$ cat src/rtl/xpmwrap_pkg.sv
// Shared definitions for the xpmwrap FIFO read-side adapters.
package xpmwrap_pkg;

    // Output buffer depth of the read-stream adapter. Three entries are
    // enough to cover one in-flight FIFO word plus the registered head and
    // still run at one beat per cycle without looking at m_ready.
    localparam int RD_STREAM_BUF_DEPTH = 3;

    // Occupancy of the output buffer (0..3).
    typedef logic [1:0] rd_stream_lvl_t;

    // Index into the output buffer (0..2).
    typedef logic [1:0] rd_stream_ptr_t;

    // Advance a buffer index, wrapping after the last entry.
    function automatic rd_stream_ptr_t rd_stream_ptr_inc(input rd_stream_ptr_t p);
        return (p == rd_stream_ptr_t'(RD_STREAM_BUF_DEPTH - 1)) ? 2'd0 : p + 2'd1;
    endfunction

endpackage

$ cat src/rtl/xpmwrap_fifo_rd_stream_if.sv
// Valid/ready stream carrying FIFO read data plus a frame-end marker.
interface xpmwrap_fifo_rd_stream_if #(
    parameter int DATA_WIDTH = 32
);
    logic [DATA_WIDTH-1:0] m_data;
    logic                  m_valid;
    logic                  m_last;
    logic                  m_ready;

    // Producer side (the adapter).
    modport master (
        output m_data,
        output m_valid,
        output m_last,
        input  m_ready
    );

    // Consumer side.
    modport slave (
        input  m_data,
        input  m_valid,
        input  m_last,
        output m_ready
    );
endinterface

$ cat src/rtl/xpmwrap_stream_buf.sv
// Three-entry register FIFO: push/pop in the same cycle, registered head
// and level, synchronous clear that wins over push and pop.
module xpmwrap_stream_buf
    import xpmwrap_pkg::*;
#(
    parameter int DATA_WIDTH = 32
) (
    input  logic                  wr_clk,
    input  logic                  rst_n,
    input  logic                  clr,
    input  logic                  push,
    input  logic [DATA_WIDTH-1:0] push_data,
    input  logic                  pop,
    output logic [DATA_WIDTH-1:0] head_data,
    output rd_stream_lvl_t        level
);

    logic [DATA_WIDTH-1:0] r_mem [RD_STREAM_BUF_DEPTH];
    rd_stream_ptr_t        r_wr_ptr;
    rd_stream_ptr_t        r_rd_ptr;
    rd_stream_lvl_t        r_level;

    logic w_push;
    logic w_pop;

    // Clear dominates; a pop on an empty buffer is ignored so the level
    // can never underflow.
    assign w_push = push & ~clr;
    assign w_pop  = pop & (r_level != 2'd0) & ~clr;

    // Pointer and occupancy bookkeeping.
    always_ff @(posedge wr_clk or negedge rst_n) begin
        if (!rst_n) begin
            r_wr_ptr <= 2'd0;
            r_rd_ptr <= 2'd0;
            r_level  <= 2'd0;
        end else if (clr) begin
            r_wr_ptr <= 2'd0;
            r_rd_ptr <= 2'd0;
            r_level  <= 2'd0;
        end else begin
            if (w_push) begin
                r_wr_ptr <= rd_stream_ptr_inc(r_wr_ptr);
            end
            if (w_pop) begin
                r_rd_ptr <= rd_stream_ptr_inc(r_rd_ptr);
            end
            r_level <= r_level + rd_stream_lvl_t'(w_push) - rd_stream_lvl_t'(w_pop);
        end
    end

    // Storage; entries are reset so the head reads zero out of reset.
    always_ff @(posedge wr_clk or negedge rst_n) begin
        if (!rst_n) begin
            for (int i = 0; i < RD_STREAM_BUF_DEPTH; i++) begin
                r_mem[i] <= '0;
            end
        end else if (w_push) begin
            r_mem[r_wr_ptr] <= push_data;
        end
    end

    assign head_data = r_mem[r_rd_ptr];
    assign level     = r_level;

endmodule

$ cat src/rtl/xpmwrap_fifo_rd_stream.sv
// Read-side adapter for a latency-1 synchronous FIFO: issues rd_en from
// registered credit only, captures dout one cycle later into a 3-entry
// buffer and presents it as a valid/ready stream with optional framing.
module xpmwrap_fifo_rd_stream
    import xpmwrap_pkg::*;
#(
    parameter int DATA_WIDTH      = 32,
    parameter int BEATS_PER_FRAME = 0,
    parameter int FRAME_CNT_WIDTH = 16
) (
    input  logic                      wr_clk,
    input  logic                      rst_n,
    input  logic                      flush,
    input  logic [DATA_WIDTH-1:0]     fifo_dout,
    input  logic                      fifo_empty,
    input  logic                      fifo_rd_rst_busy,
    output logic                      fifo_rd_en,
    xpmwrap_fifo_rd_stream_if.master  m,
    output rd_stream_lvl_t            buf_level
);

    logic                  r_infl;
    rd_stream_lvl_t        w_occ;
    logic [DATA_WIDTH-1:0] w_head;
    logic [2:0]            w_committed;
    logic                  w_credit;
    logic                  w_valid;
    logic                  w_pop;
    logic                  w_last;

    // Entries already owned by the buffer plus the word on fifo_dout; a new
    // read is only allowed if its word is guaranteed a slot, which is what
    // lets the capture ignore m_ready entirely.
    assign w_committed = {1'b0, w_occ} + {2'b00, r_infl};
    assign w_credit    = (w_committed < 3'(RD_STREAM_BUF_DEPTH));

    // rst_n gates the enable directly so no read leaks out during reset.
    assign fifo_rd_en = rst_n & ~flush & ~fifo_empty & ~fifo_rd_rst_busy & w_credit;

    // In-flight flag: fifo_dout holds a real word in the cycle after rd_en.
    // flush already forces rd_en low, so it also clears this flag.
    always_ff @(posedge wr_clk or negedge rst_n) begin
        if (!rst_n) begin
            r_infl <= 1'b0;
        end else begin
            r_infl <= fifo_rd_en;
        end
    end

    assign w_valid = (w_occ != 2'd0);
    assign w_pop   = w_valid & m.m_ready;

    xpmwrap_stream_buf #(
        .DATA_WIDTH (DATA_WIDTH)
    ) u_buf (
        .wr_clk    (wr_clk),
        .rst_n     (rst_n),
        .clr       (flush),
        .push      (r_infl),
        .push_data (fifo_dout),
        .pop       (w_pop),
        .head_data (w_head),
        .level     (w_occ)
    );

    generate
        if (BEATS_PER_FRAME > 0) begin : gen_frame
            logic [FRAME_CNT_WIDTH-1:0] r_beat_cnt;

            assign w_last = (r_beat_cnt == FRAME_CNT_WIDTH'(BEATS_PER_FRAME - 1)) & w_valid;

            // Beat-in-frame counter: advances per accepted beat, wraps on the
            // last beat, restarts on flush.
            always_ff @(posedge wr_clk or negedge rst_n) begin
                if (!rst_n) begin
                    r_beat_cnt <= '0;
                end else if (flush) begin
                    r_beat_cnt <= '0;
                end else if (w_pop) begin
                    r_beat_cnt <= w_last ? '0 : r_beat_cnt + 1'b1;
                end
            end
        end else begin : gen_no_frame
            assign w_last = 1'b0;
        end
    endgenerate

    assign m.m_data  = w_head;
    assign m.m_valid = w_valid;
    assign m.m_last  = w_last;
    assign buf_level = w_occ;

endmodule

$ cat src/flat_wrapper.sv
// flat-port wrapper written by rule: the top's interface ports become plain ports
module xpmwrap_fifo_rd_stream_flat import xpmwrap_pkg::*;
#(
    parameter int DATA_WIDTH      = 32,
    parameter int BEATS_PER_FRAME = 0,
    parameter int FRAME_CNT_WIDTH = 16
)
  (wr_clk, rst_n, flush, fifo_dout, fifo_empty, fifo_rd_rst_busy, fifo_rd_en, buf_level, m_m_data, m_m_valid, m_m_last, m_m_ready);
  xpmwrap_fifo_rd_stream_if #(.DATA_WIDTH(DATA_WIDTH)) m_i ();
  input  logic wr_clk;
  input  logic rst_n;
  input  logic flush;
  input  logic [DATA_WIDTH-1:0] fifo_dout;
  input  logic fifo_empty;
  input  logic fifo_rd_rst_busy;
  output logic fifo_rd_en;
  output rd_stream_lvl_t buf_level;
  output wire logic [$bits(m_i.m_data)-1:0] m_m_data;
  output wire logic [$bits(m_i.m_valid)-1:0] m_m_valid;
  output wire logic [$bits(m_i.m_last)-1:0] m_m_last;
  input wire logic [$bits(m_i.m_ready)-1:0] m_m_ready;
  assign m_m_data = m_i.m_data;
  assign m_m_valid = m_i.m_valid;
  assign m_m_last = m_i.m_last;
  assign m_i.m_ready = m_m_ready;
  xpmwrap_fifo_rd_stream #(.DATA_WIDTH(DATA_WIDTH), .BEATS_PER_FRAME(BEATS_PER_FRAME), .FRAME_CNT_WIDTH(FRAME_CNT_WIDTH)) u_core (.wr_clk(wr_clk), .rst_n(rst_n), .flush(flush), .fifo_dout(fifo_dout), .fifo_empty(fifo_empty), .fifo_rd_rst_busy(fifo_rd_rst_busy), .fifo_rd_en(fifo_rd_en), .m(m_i), .buf_level(buf_level));
endmodule
$ cat config.mk
export PLATFORM = sky130hd
export DESIGN_NAME = xpmwrap_fifo_rd_stream_flat
export DESIGN_NICKNAME = d
export VERILOG_FILES = /design/src/rtl/xpmwrap_pkg.sv /design/src/rtl/xpmwrap_fifo_rd_stream_if.sv /design/src/rtl/xpmwrap_stream_buf.sv /design/src/rtl/xpmwrap_fifo_rd_stream.sv /design/src/flat_wrapper.sv
export SDC_FILE = /design/constraint.sdc
export NUM_CORES = 1
export LEC_CHECK = 0
export ABC_AREA = 1
export BUFFER_PORTS_ARGS = -buffer_cell sky130_fd_sc_hd__buf_2
export CORE_MARGIN = 2
export CORE_UTILIZATION = 55
export CTS_CLUSTER_SIZE = 8
export DETAILED_ROUTE_END_ITERATION = 12
export PLACE_DENSITY = 0.79
export SYNTH_ARGS = -nofsm -noshare
export SYNTH_HDL_FRONTEND = slang
export SYNTH_HIERARCHICAL = 1
export SYNTH_SLANG_ARGS = --single-unit
$ cat constraint.sdc
create_clock -name wr_clk -period 1.7 [get_ports wr_clk]
set_input_delay 0.255 -clock wr_clk [delete_from_list [all_inputs] [get_ports wr_clk]]
set_output_delay 0.255 -clock wr_clk [all_outputs]
set_load 0.01 [all_outputs]
==> key figures, run 1 <==
Status
  • Status: complete, but fails checks
  • Failing checks: negative hold slack, negative setup slack

Power and ir drop
  • Max VDD drop: 467.1 uV
  • Total power: 5.257 mW
  • P_leak: 2.754 nW
  • Power per cell area: 992.7 mW/mm^2

Yosys
  • Post-synthesis mux area share: 0
  • Xor/xnor share of the synthesized area: 0
  • Mapped Area: 0.004547 mm^2
  • Largest family of logic cells by synthesized area: simple AND/OR/NAND/NOR gates
  • Synth Area in Adders: 0.01101
  • Mapped Cells: 540
  • Post-synth EDFFs: 0
  • Synth top area share: 0.5669
  • Yosys reg bits: 103
  • Post-synthesis net count: 582
  • Ranking of synthesized cells by area: dfrtp_1 57%, nand2_1 17%, o21ai_1 7.5%
  • Synthesis Warnings: 6
  • Area leader, netlist: dfrtp_1
  • Most used DFF post-synth: dfrtp_1
  • Post-synthesis sequential area ratio: 0.5669
  • Unique cell type count in the Yosys netlist: 20
  • Synth Area in Simple Gates: 0.2267
  • Compound-Gate Fraction of Synth Area: 0.1117
  • Async set-reset flop share out of synthesis: 1.000
  • Synth Area per Inst: 8.420 um^2

Layout
  • Commonest non-fill, non-tap cells in the layout: 199 x nand2_1, 99 x dfrtp_1, 71 x buf_2, 68 x o21ai_1, 42 x inv_1
  • Area grow syn2layout: 16.46%
  • Commonest non-fill, non-tap cell in the layout: nand2_1
  • Total inserted antenna cells: 0
  • FILL cells: 668
  • Fraction of final layout cells sized beyond drive strength 1: 0.1993
  • Final Util: 0.6510
  • FF+latch area: 0.002582 mm^2
  • Nets@finish: 649
  • Multi-input logic area: 0.001649 mm^2

GRT
  • GRT Residual Overflow: 0
  • Antenna violations before repair: 0
  • Total GRT Usage: 0.2300
  • Vias in the first global route: 3496
  • First-pass GRT wire length: 15950 um
  • Largest net degree at the start of global routing: 104

STA
  • Max_slew headroom: 0.6442
  • FMAX: 557.4 MHz
  • Worst slew pin tran: 0.5337 ns
  • Fin crit share: 1.055
  • Worst hold slack: -0.003687 ns
  • RSZ-0062 raised after global routing: yes
  • Fin. Hold Viols: 1
  • Post-layout min period: 1.794 ns
  • Final setup fails: 34
  • Clock Skews: 0.008313 ns
  • Final Max Tran Viols: 0
  • Fin worst setup slack: -0.09402 ns

Floorplan
  • Die ar.: 0.009011 mm^2
  • Die W: 94.93 um
  • Starting density of the core: 0.5590
  • # rows: 33
  • Chip height: 94.93 um
  • I/O pin count: 75
  • CORE AREA: 0.008134 mm^2

Clock tree
  • CTS sink cnt: 103
  • CTS tree: yes
  • CTS Buf Count: 9
  • Clk root buf: clkbuf_8
  • CTS clk-pin slew, worst paths: 0.09 ns
  • H-tree depth: 3
  • CTS Hold Buffers Added: 0
  • Worst-Skew Late Latency: 0.36 ns
  • Clock buffer depth: 2

Detailed routing
  • First-pass DRT Iterations: 4
  • Drt via density: 5.244
  • Detail Route Antenna Nets: 0
  • Wirelength, routed: 9828 um
  • Detailed-route via count: 3760
  • Routed len/inst: 13.71 um
  • Remaining DRCs: 0
  • Initial DRC count: 266

Worst hold path
  • Hold Path Class: in -> async

Setup path
  • Max FO, Critical Path: 27
  • CP required: 1.44 ns
  • CP Cell Sequence: nor2_2 > buf_12 > nand2_1 > nand3_1 > buf_2
  • Slowest stage delay, CP: 0.45 ns
  • Slowest cell on crit path: dfrtp_2
  • Worst Setup End Kind: output pin
  • Worst EP arrival: 1.54 ns
  • CP Class: reg -> out
  • Critical Path Start Type: register

Placed design
  • GPL Wtd Cong: 0.7221
  • DP HPWL: 5961 um
  • Pre-CTS setup slack: 0.009089 ns
  • Port Buffers: 73

Job
  • Max Cap Viol: 0
cell families (layout without fill, tap and decap cells):
family,after synthesis,in the layout
other,1,1
flip-flops,103,103
buffers and inverters,74,146
AO/OA/AOI/OAI,101,101
AND/OR/NAND/NOR,257,257
adder cells (fa/ha/maj),4,4
Yosys cell counts (3+ instances only):
library cell	instances
buf_2	16
buf_4	5
buf_6	8
dfrtp_1	103
ha_1	4
inv_1	43
nand2_1	203
nand3_1	37
nor2_1	11
nor2_2	3
o21ai_0	31
o21ai_1	68
layer usage:
layer	share of wire	GRT usage	vias to the layer above
met5	0	0	-
met4	0.0089	0.07367	0
met3	0.054	0.04389	6
met2	0.49	0.3859	128
met1	0.45	0.3026	1787
li1	-	-	1839
state kept, by name, indices dropped and copies added (netlist names):
signal / flops
u_core/u_buf/r_wr_ptr: 2
u_core/r_infl: 1
u_core/u_buf/r_rd_ptr: 2
u_core/u_buf/r_mem: 96
u_core/u_buf/level: 2
power breakdown:
part / switching (mW) / internal (mW)
clock network: 0.822 / 0.871
registers: 0.107 / 2.65
logic: 0.445 / 0.357
final timing paths:
check	from	endpoint	slack, ns	cells past startpoint
worst max register to register	u_core/u_buf/level[0]	u_core/u_buf/level[1]	0	10
worst max-delay path	u_core/u_buf/r_rd_ptr[0]	m_m_data[11]	-0.09	5
worst min-delay path	rst_n	u_core/u_buf/r_mem[10]	-0.004	2
min in group wr_clk	flush	u_core/u_buf/level[0]	0.13	2
max in group asynchronous	rst_n	u_core/u_buf/r_rd_ptr[1]	1.27	2
worst min register to register	u_core/u_buf/r_mem[6]	u_core/u_buf/r_mem[6]	0.49	2
area by class of cell:
cell class | count | share of cell area
flip-flops and latches | 103 | 0.4877
well taps | 105 | 0.02481
repair buffers | 86 | 0.1033
multi-input cells | 363 | 0.3114
clock inverters | 5 | 0.01489
clock buffers | 11 | 0.02670
inverters | 44 | 0.03119
metrics by stage:
step	std cells	hold slack [ns]	area (um^2)	setup TNS, ns
after floorplan	540	-0.04059	4547	0
after global placement	699	0.4172	4997	0
after detailed placement	699	0.4125	4997	0
after CTS	716	0.01812	5265	-2.385
after global routing	717	0.03379	5295	-4.329
final	717	-0.003687	5295	-1.502
critical path, delay by kind of cell, from the launching register on:
| family | cells | cell delay [ns] |
|---|---|---|
| buffers and inverters | 2 | 0.35 |
| and+or+nand+nor | 3 | 0.37 |
| DFF | 1 | 0.45 |
repair_timing:
action                                  CTS  global route
buffers inserted                          1             1
endpoints found under the hold margin     0             0
pin swaps                                 3             0
endpoints found under the setup margin   34            35
gates resized for setup                   9             8
Note: power is estimated with default switching activity, not from simulation.
==> run 2, diff against run 1 <==
==> constraint.sdc (replaced) <==
create_clock -name wr_clk -period 2.1 [get_ports wr_clk]
set_input_delay 0.315 -clock wr_clk [delete_from_list [all_inputs] [get_ports wr_clk]]
set_output_delay 0.315 -clock wr_clk [all_outputs]
set_load 0.01 [all_outputs]
==> run 2 against run 1 <==
  * The run now ends clean
  * Wire length shrank 2.8%
  * Die area is the same
  * Utilization shrank 2.0 points
  * First-iteration DRC count grew 1.5%
  * Largest power group unchanged
  * Register-to-register slack gained 0.32 ns
  * Hold slack gained 0.039 ns
  * Largest cell class unchanged
  * Clock-buffer cell count is the same
==> key figures, run 2 (synthesis gave the netlist of run 1 again) <==
Setup path
  • CP Class: reg -> out
  • Slowest stage delay, CP: 0.46 ns
  • Slowest cell on crit path: dfrtp_2
  • Worst r2r src: u_core/u_buf/level[1]
  • R2R Setup Slk: 0.32 ns
  • FF-to-FF path depth: 8
  • CP required: 1.78 ns
  • R2R Path End: u_core/u_buf/level[1]
  • Max FO, Critical Path: 7
  • Worst EP arrival: 1.67 ns
  • CP Cell Sequence: ha_1 > ha_1 > nand2_1 > nand2_1 > nor2_1 > buf_2
  • Critical Path Start Type: register
  • Worst Setup End Kind: output pin

Detailed routing
  • First-pass DRT Iterations: 4
  • Detailed-route via count: 3692
  • Drt via density: 5.200
  • Remaining DRCs: 0
  • Detail Route Antenna Nets: 0
  • Initial DRC count: 270
  • Wirelength, routed: 9554 um
  • Routed len/inst: 13.46 um

Layout
  • Commonest non-fill, non-tap cells in the layout: 201 x nand2_1, 102 x dfrtp_1, 72 x buf_2, 68 x o21ai_1, 43 x inv_1
  • Nets@finish: 644
  • Final Util: 0.6314
  • Largest register by flop count: u_core/u_buf/r_mem
  • FILL cells: 685
  • Max reg flops: 96
  • Total inserted antenna cells: 0
  • Non-Filler Instances: 710
  • Fraction of final layout cells sized beyond drive strength 1: 0.1702
  • Area grow syn2layout: 12.96%
  • Commonest non-fill, non-tap cell in the layout: nand2_1

Placed design
  • GPL Wtd Cong: 0.8115
  • Port Buffers: 73
  • DP HPWL: 6244 um
  • Placed insts: 696
  • Pre-CTS setup slack: 0.3416 ns

Clock tree
  • CTS tree: yes
  • CTS Hold Buffers Added: 0
  • CTS sink cnt: 103
  • Worst-Skew Late Latency: 0.35 ns
  • H-tree depth: 3
  • CTS Buf Count: 9
  • Clk root buf: clkbuf_8
  • CTS clk-pin slew, worst paths: 0.09 ns
  • Clock buffer depth: 2

Power and ir drop
  • Reg power frac: 0.549
  • P_leak: 2.699 nW
  • Max VDD drop: 502.0 uV
  • Net Sw Power: 1.082 mW
  • Switching Fraction: 0.2648
  • Power share of the clock group: 0.295
  • Logic pwr share: 0.156
  • Power per cell area: 795.7 mW/mm^2
  • Int Pwr: 3.005 mW

STA
  • Max_slew headroom: 0.5690
  • Fin worst setup slack: 0.1113 ns
  • Clock Skews: 0.007065 ns
  • Fin crit share: 0.9470
  • Worst slew pin tran: 0.6465 ns
  • Final setup fails: 0
  • Post-layout min period: 1.989 ns
  • Fin. Hold Viols: 0
  • RSZ-0062 raised after global routing: yes
  • Final Max Tran Viols: 0
  • Post-route setup TNS: 0 ns
  • FMAX: 502.8 MHz

GRT
  • Antenna violations before repair: 0
  • Total GRT Usage: 0.2284
  • First-pass GRT wire length: 16110 um
  • Largest net degree at the start of global routing: 104
  • GRT Residual Overflow: 0
  • Vias in the first global route: 3578

Floorplan
  • Die ar.: 0.009011 mm^2
  • CORE AREA: 0.008134 mm^2
  • Die W: 94.93 um
  • Chip height: 94.93 um
  • I/O pin count: 75
  • Starting density of the core: 0.5590
  • # rows: 33

Worst hold path
  • Hold Path Class: in -> async

Status
  • Status: complete, no violations

Job
  • Max Cap Viol: 0
-- run 2: layout make-up --
cell class / instances / area [um^2] / area share
sequential: 103 / 2579 / 0.5021
timing repair buffer: 81 / 478.0 / 0.09306
clock buffer: 11 / 141.4 / 0.02753
multi-input combinational: 363 / 1598 / 0.3111
inverter: 44 / 165.2 / 0.03216
clock inverter: 3 / 43.79 / 0.008526
tap: 105 / 131.4 / 0.02558
-- run 2: stage by stage --
| stage | area (um^2) | total power [mW] | hold slack, ns |
|---|---|---|---|
| floorplan | 4547 | 2.635 | 0.01941 |
| global placement | 4950 | 2.905 | 0.4666 |
| detailed placement | 4950 | 2.928 | 0.4730 |
| CTS | 5135 | 4.122 | 0.09355 |
| global route | 5136 | 4.299 | 0.1061 |
| finish | 5136 | 4.087 | 0.03524 |
-- run 2: per-layer routing --
metal | vias to the layer above | global-route usage | share of wire
met5 | - | 0 | 0
met4 | 0 | 0.06763 | 0.014
met3 | 12 | 0.03113 | 0.043
met2 | 99 | 0.3836 | 0.49
met1 | 1747 | 0.3113 | 0.45
li1 | 1834 | - | -
-- run 2: repair_timing --
item,in CTS,in global routing
resized for setup,0,1
setup buffers,0,0
endpoints found under the setup margin,0,5
-- run 2: worst max-delay path: cells and delay by family (launching register included) --
kind / cells / cell delay, ns
fa+ha+maj: 2 / 0.49
flops: 1 / 0.46
simple gates: 3 / 0.23
buf+inv: 1 / 0.15
-- run 2: power by group through the flow --
stage                     combinational (mW)  sequential [mW]  clock, mW
after CTS                              0.650             2.24       1.23
after detailed placement               0.647             2.28          0
final                                  0.637             2.24       1.21
after global routing                   0.736             2.26       1.30
after global placement                 0.631             2.27          0
after floorplan                        0.380             2.25          0
-- run 2: how the worst max path moves through the flow --
| stage | from | endpoint |
|---|---|---|
| after detailed placement | u_core/u_buf/level[1] | u_core/u_buf/level[1] |
| after global placement | u_core/u_buf/level[1] | u_core/u_buf/level[0] |
| final | u_core/u_buf/level[0] | fifo_rd_en |
| after global routing | u_core/u_buf/r_rd_ptr[0] | m_m_data[31] |
| after CTS | u_core/u_buf/level[0] | fifo_rd_en |
| after floorplan | u_core/u_buf/level[1] | u_core/u_buf/level[1] |
==> run 3, diff against run 2 <==
--- a/config.mk
+++ b/config.mk
@@ -12,6 +12,7 @@
 export CTS_CLUSTER_SIZE = 8
 export DETAILED_ROUTE_END_ITERATION = 12
 export PLACE_DENSITY = 0.79
+export RECOVER_POWER = 50
 export SYNTH_ARGS = -nofsm -noshare
 export SYNTH_HDL_FRONTEND = slang
 export SYNTH_HIERARCHICAL = 1
==> run 3 against run 2 <==
  * Flip-flop and latch count stayed put
  * Register-to-register slack hardly changed
  * Wire length is 0.29% lower
  * Design area is 0.56% lower
  * Global-route usage stayed put
  * Critical path depth stayed put
  * Clock-buffer cell count stayed put
  * Combinational power is 2% lower
  * Hold slack better by 0.15 ns
  * Largest power group unchanged
  * Largest cell class unchanged
  * Sequential power hardly changed
  * Highest routed layer unchanged
  * Non-clock buffer count stayed put
  * Via count hardly changed
==> key figures, run 3 (synthesis gave the netlist of run 1 again) <==
Status
  • Status: complete, no violations

Floorplan
  • # rows: 33
  • CORE AREA: 0.008134 mm^2
  • Die ar.: 0.009011 mm^2
  • Die W: 94.93 um
  • Chip height: 94.93 um
  • Starting density of the core: 0.5590
  • I/O pin count: 75

Power and ir drop
  • P_leak: 2.688 nW
  • Switching Fraction: 0.2640
  • Reg power frac: 0.551
  • Logic pwr share: 0.154
  • Power per cell area: 797.7 mW/mm^2
  • Net Sw Power: 1.075 mW
  • Max VDD drop: 501.4 uV
  • Int Pwr: 2.999 mW
  • Power share of the clock group: 0.295

GRT
  • Vias in the first global route: 3578
  • Antenna violations before repair: 0
  • Total GRT Usage: 0.2284
  • Largest net degree at the start of global routing: 104
  • GRT Residual Overflow: 0
  • First-pass GRT wire length: 16110 um

STA
  • Final setup fails: 0
  • RSZ-0062 raised after global routing: yes
  • Fin worst setup slack: 0.07645 ns
  • Worst slew pin tran: 1.361 ns
  • Max_slew headroom: 0.09285
  • Final Max Tran Viols: 0
  • Fin crit share: 0.9636
  • Post-layout min period: 2.024 ns
  • FMAX: 494.2 MHz
  • Clock Skews: 0.005544 ns
  • Post-route setup TNS: 0 ns
  • Fin. Hold Viols: 0

Setup path
  • CP Cell Sequence: ha_1 > ha_1 > nand2_1 > nand2_1 > nor2_1 > buf_2
  • Max FO, Critical Path: 7
  • Cell family with most CP delay: adder cells
  • CP Class: reg -> out
  • Buf+Inv Stages, Crit Path: 1
  • CP required: 1.78 ns
  • Worst Setup End Kind: output pin
  • Critical Path Start Type: register
  • Slowest stage delay, CP: 0.47 ns
  • Slowest cell on crit path: dfrtp_1
  • Worst EP arrival: 1.71 ns

Placed design
  • Pre-CTS setup slack: 0.3416 ns
  • Placed cell area: 0.004950 mm^2
  • GPL Wtd Cong: 0.8115
  • Port Buffers: 73
  • DP HPWL: 6244 um
  • Placed insts: 696

Clock tree
  • CTS Hold Buffers Added: 0
  • Worst-Skew Late Latency: 0.34 ns
  • CTS Buf Count: 9
  • Clock buffer depth: 2
  • CTS sink cnt: 103
  • H-tree depth: 3
  • Setup Fix Bufs, Post-CTS: 0
  • CTS tree: yes
  • Clk root buf: clkbuf_8
  • CTS clk-pin slew, worst paths: 0.09 ns

Worst hold path
  • Hold Path Class: in -> reg

Detailed routing
  • Drt via density: 5.204
  • First-pass DRT Iterations: 4
  • Wirelength, routed: 9526 um
  • Routed len/inst: 13.42 um
  • Remaining DRCs: 0
  • Detailed-route via count: 3695
  • Initial DRC count: 258
  • Detail Route Antenna Nets: 0

Layout
  • Commonest non-fill, non-tap cell in the layout: nand2_1
  • FILL cells: 691
  • Total inserted antenna cells: 0
  • Area grow syn2layout: 12.33%
  • Fraction of final layout cells sized beyond drive strength 1: 0.1620
  • Fin area: 0.005107 mm^2
  • Max reg flops: 96
  • Nets@finish: 644
  • Largest register by flop count: u_core/u_buf/r_mem
  • Commonest non-fill, non-tap cells in the layout: 202 x nand2_1, 103 x dfrtp_1, 71 x buf_2, 61 x o21ai_1, 43 x inv_1
  • Non-Filler Instances: 710

Job
  • Max Cap Viol: 0
-- run 3: through the flow --
stage	total power [mW]	utilization	hold slack, ns
floorplan	2.635	-	0.01941
global placement	2.905	0.6085	0.4666
detailed placement	2.928	0.6085	0.4730
CTS	4.122	0.6313	0.09355
global route	4.290	0.6279	0.1902
finish	4.074	0.6279	0.1807
-- run 3: layout make-up --
type / count / area, um^2 / share of cell area
Clock buffer: 11 / 141.4 / 0.02768
Sequential cell: 103 / 2577 / 0.5047
Multi-Input combinational cell: 363 / 1588 / 0.3109
Timing Repair Buffer: 81 / 460.4 / 0.09015
Clock inverter: 3 / 43.79 / 0.008574
Inverter: 44 / 165.2 / 0.03234
Tap cell: 105 / 131.4 / 0.02572
-- run 3: worst paths after layout --
check,slack [ns],endpoint,start,cells after the start
worst min register to register,0.49,u_core/u_buf/r_mem[94],u_core/u_buf/r_mem[94],2
worst max-delay path,0.08,fifo_rd_en,u_core/u_buf/level[0],6
worst max register to register,0.31,u_core/u_buf/r_mem[75],u_core/r_infl,6
min in group asynchronous,0.56,u_core/u_buf/r_mem[10],rst_n,2
max in group asynchronous,0.68,u_core/u_buf/r_mem[94],rst_n,2
worst min-delay path,0.18,u_core/u_buf/level[0],flush,2
-- run 3: power by group through the flow --
| stage | Combinational (mW) | Clock, mW | Sequential [mW] |
|---|---|---|---|
| floorplan | 0.380 | 0 | 2.25 |
| global placement | 0.631 | 0 | 2.27 |
| detailed placement | 0.647 | 0 | 2.28 |
| CTS | 0.650 | 1.23 | 2.24 |
| global route | 0.727 | 1.30 | 2.26 |
| finish | 0.627 | 1.20 | 2.24 |
-- run 3: metal layers --
layer  up-vias  global-route usage  routed length [um]
met5         -                   0                   0
met4         0             0.06763                 165
met3        14             0.03113                 426
met2       106              0.3836                4575
met1      1741              0.3113                4358
li1       1834                   -                   -
-- run 3: what timing repair did --
action	4_1_cts	5_1_grt
gates resized for setup	0	1
hold endpoints to repair	0	0
setup endpoints to repair	0	5
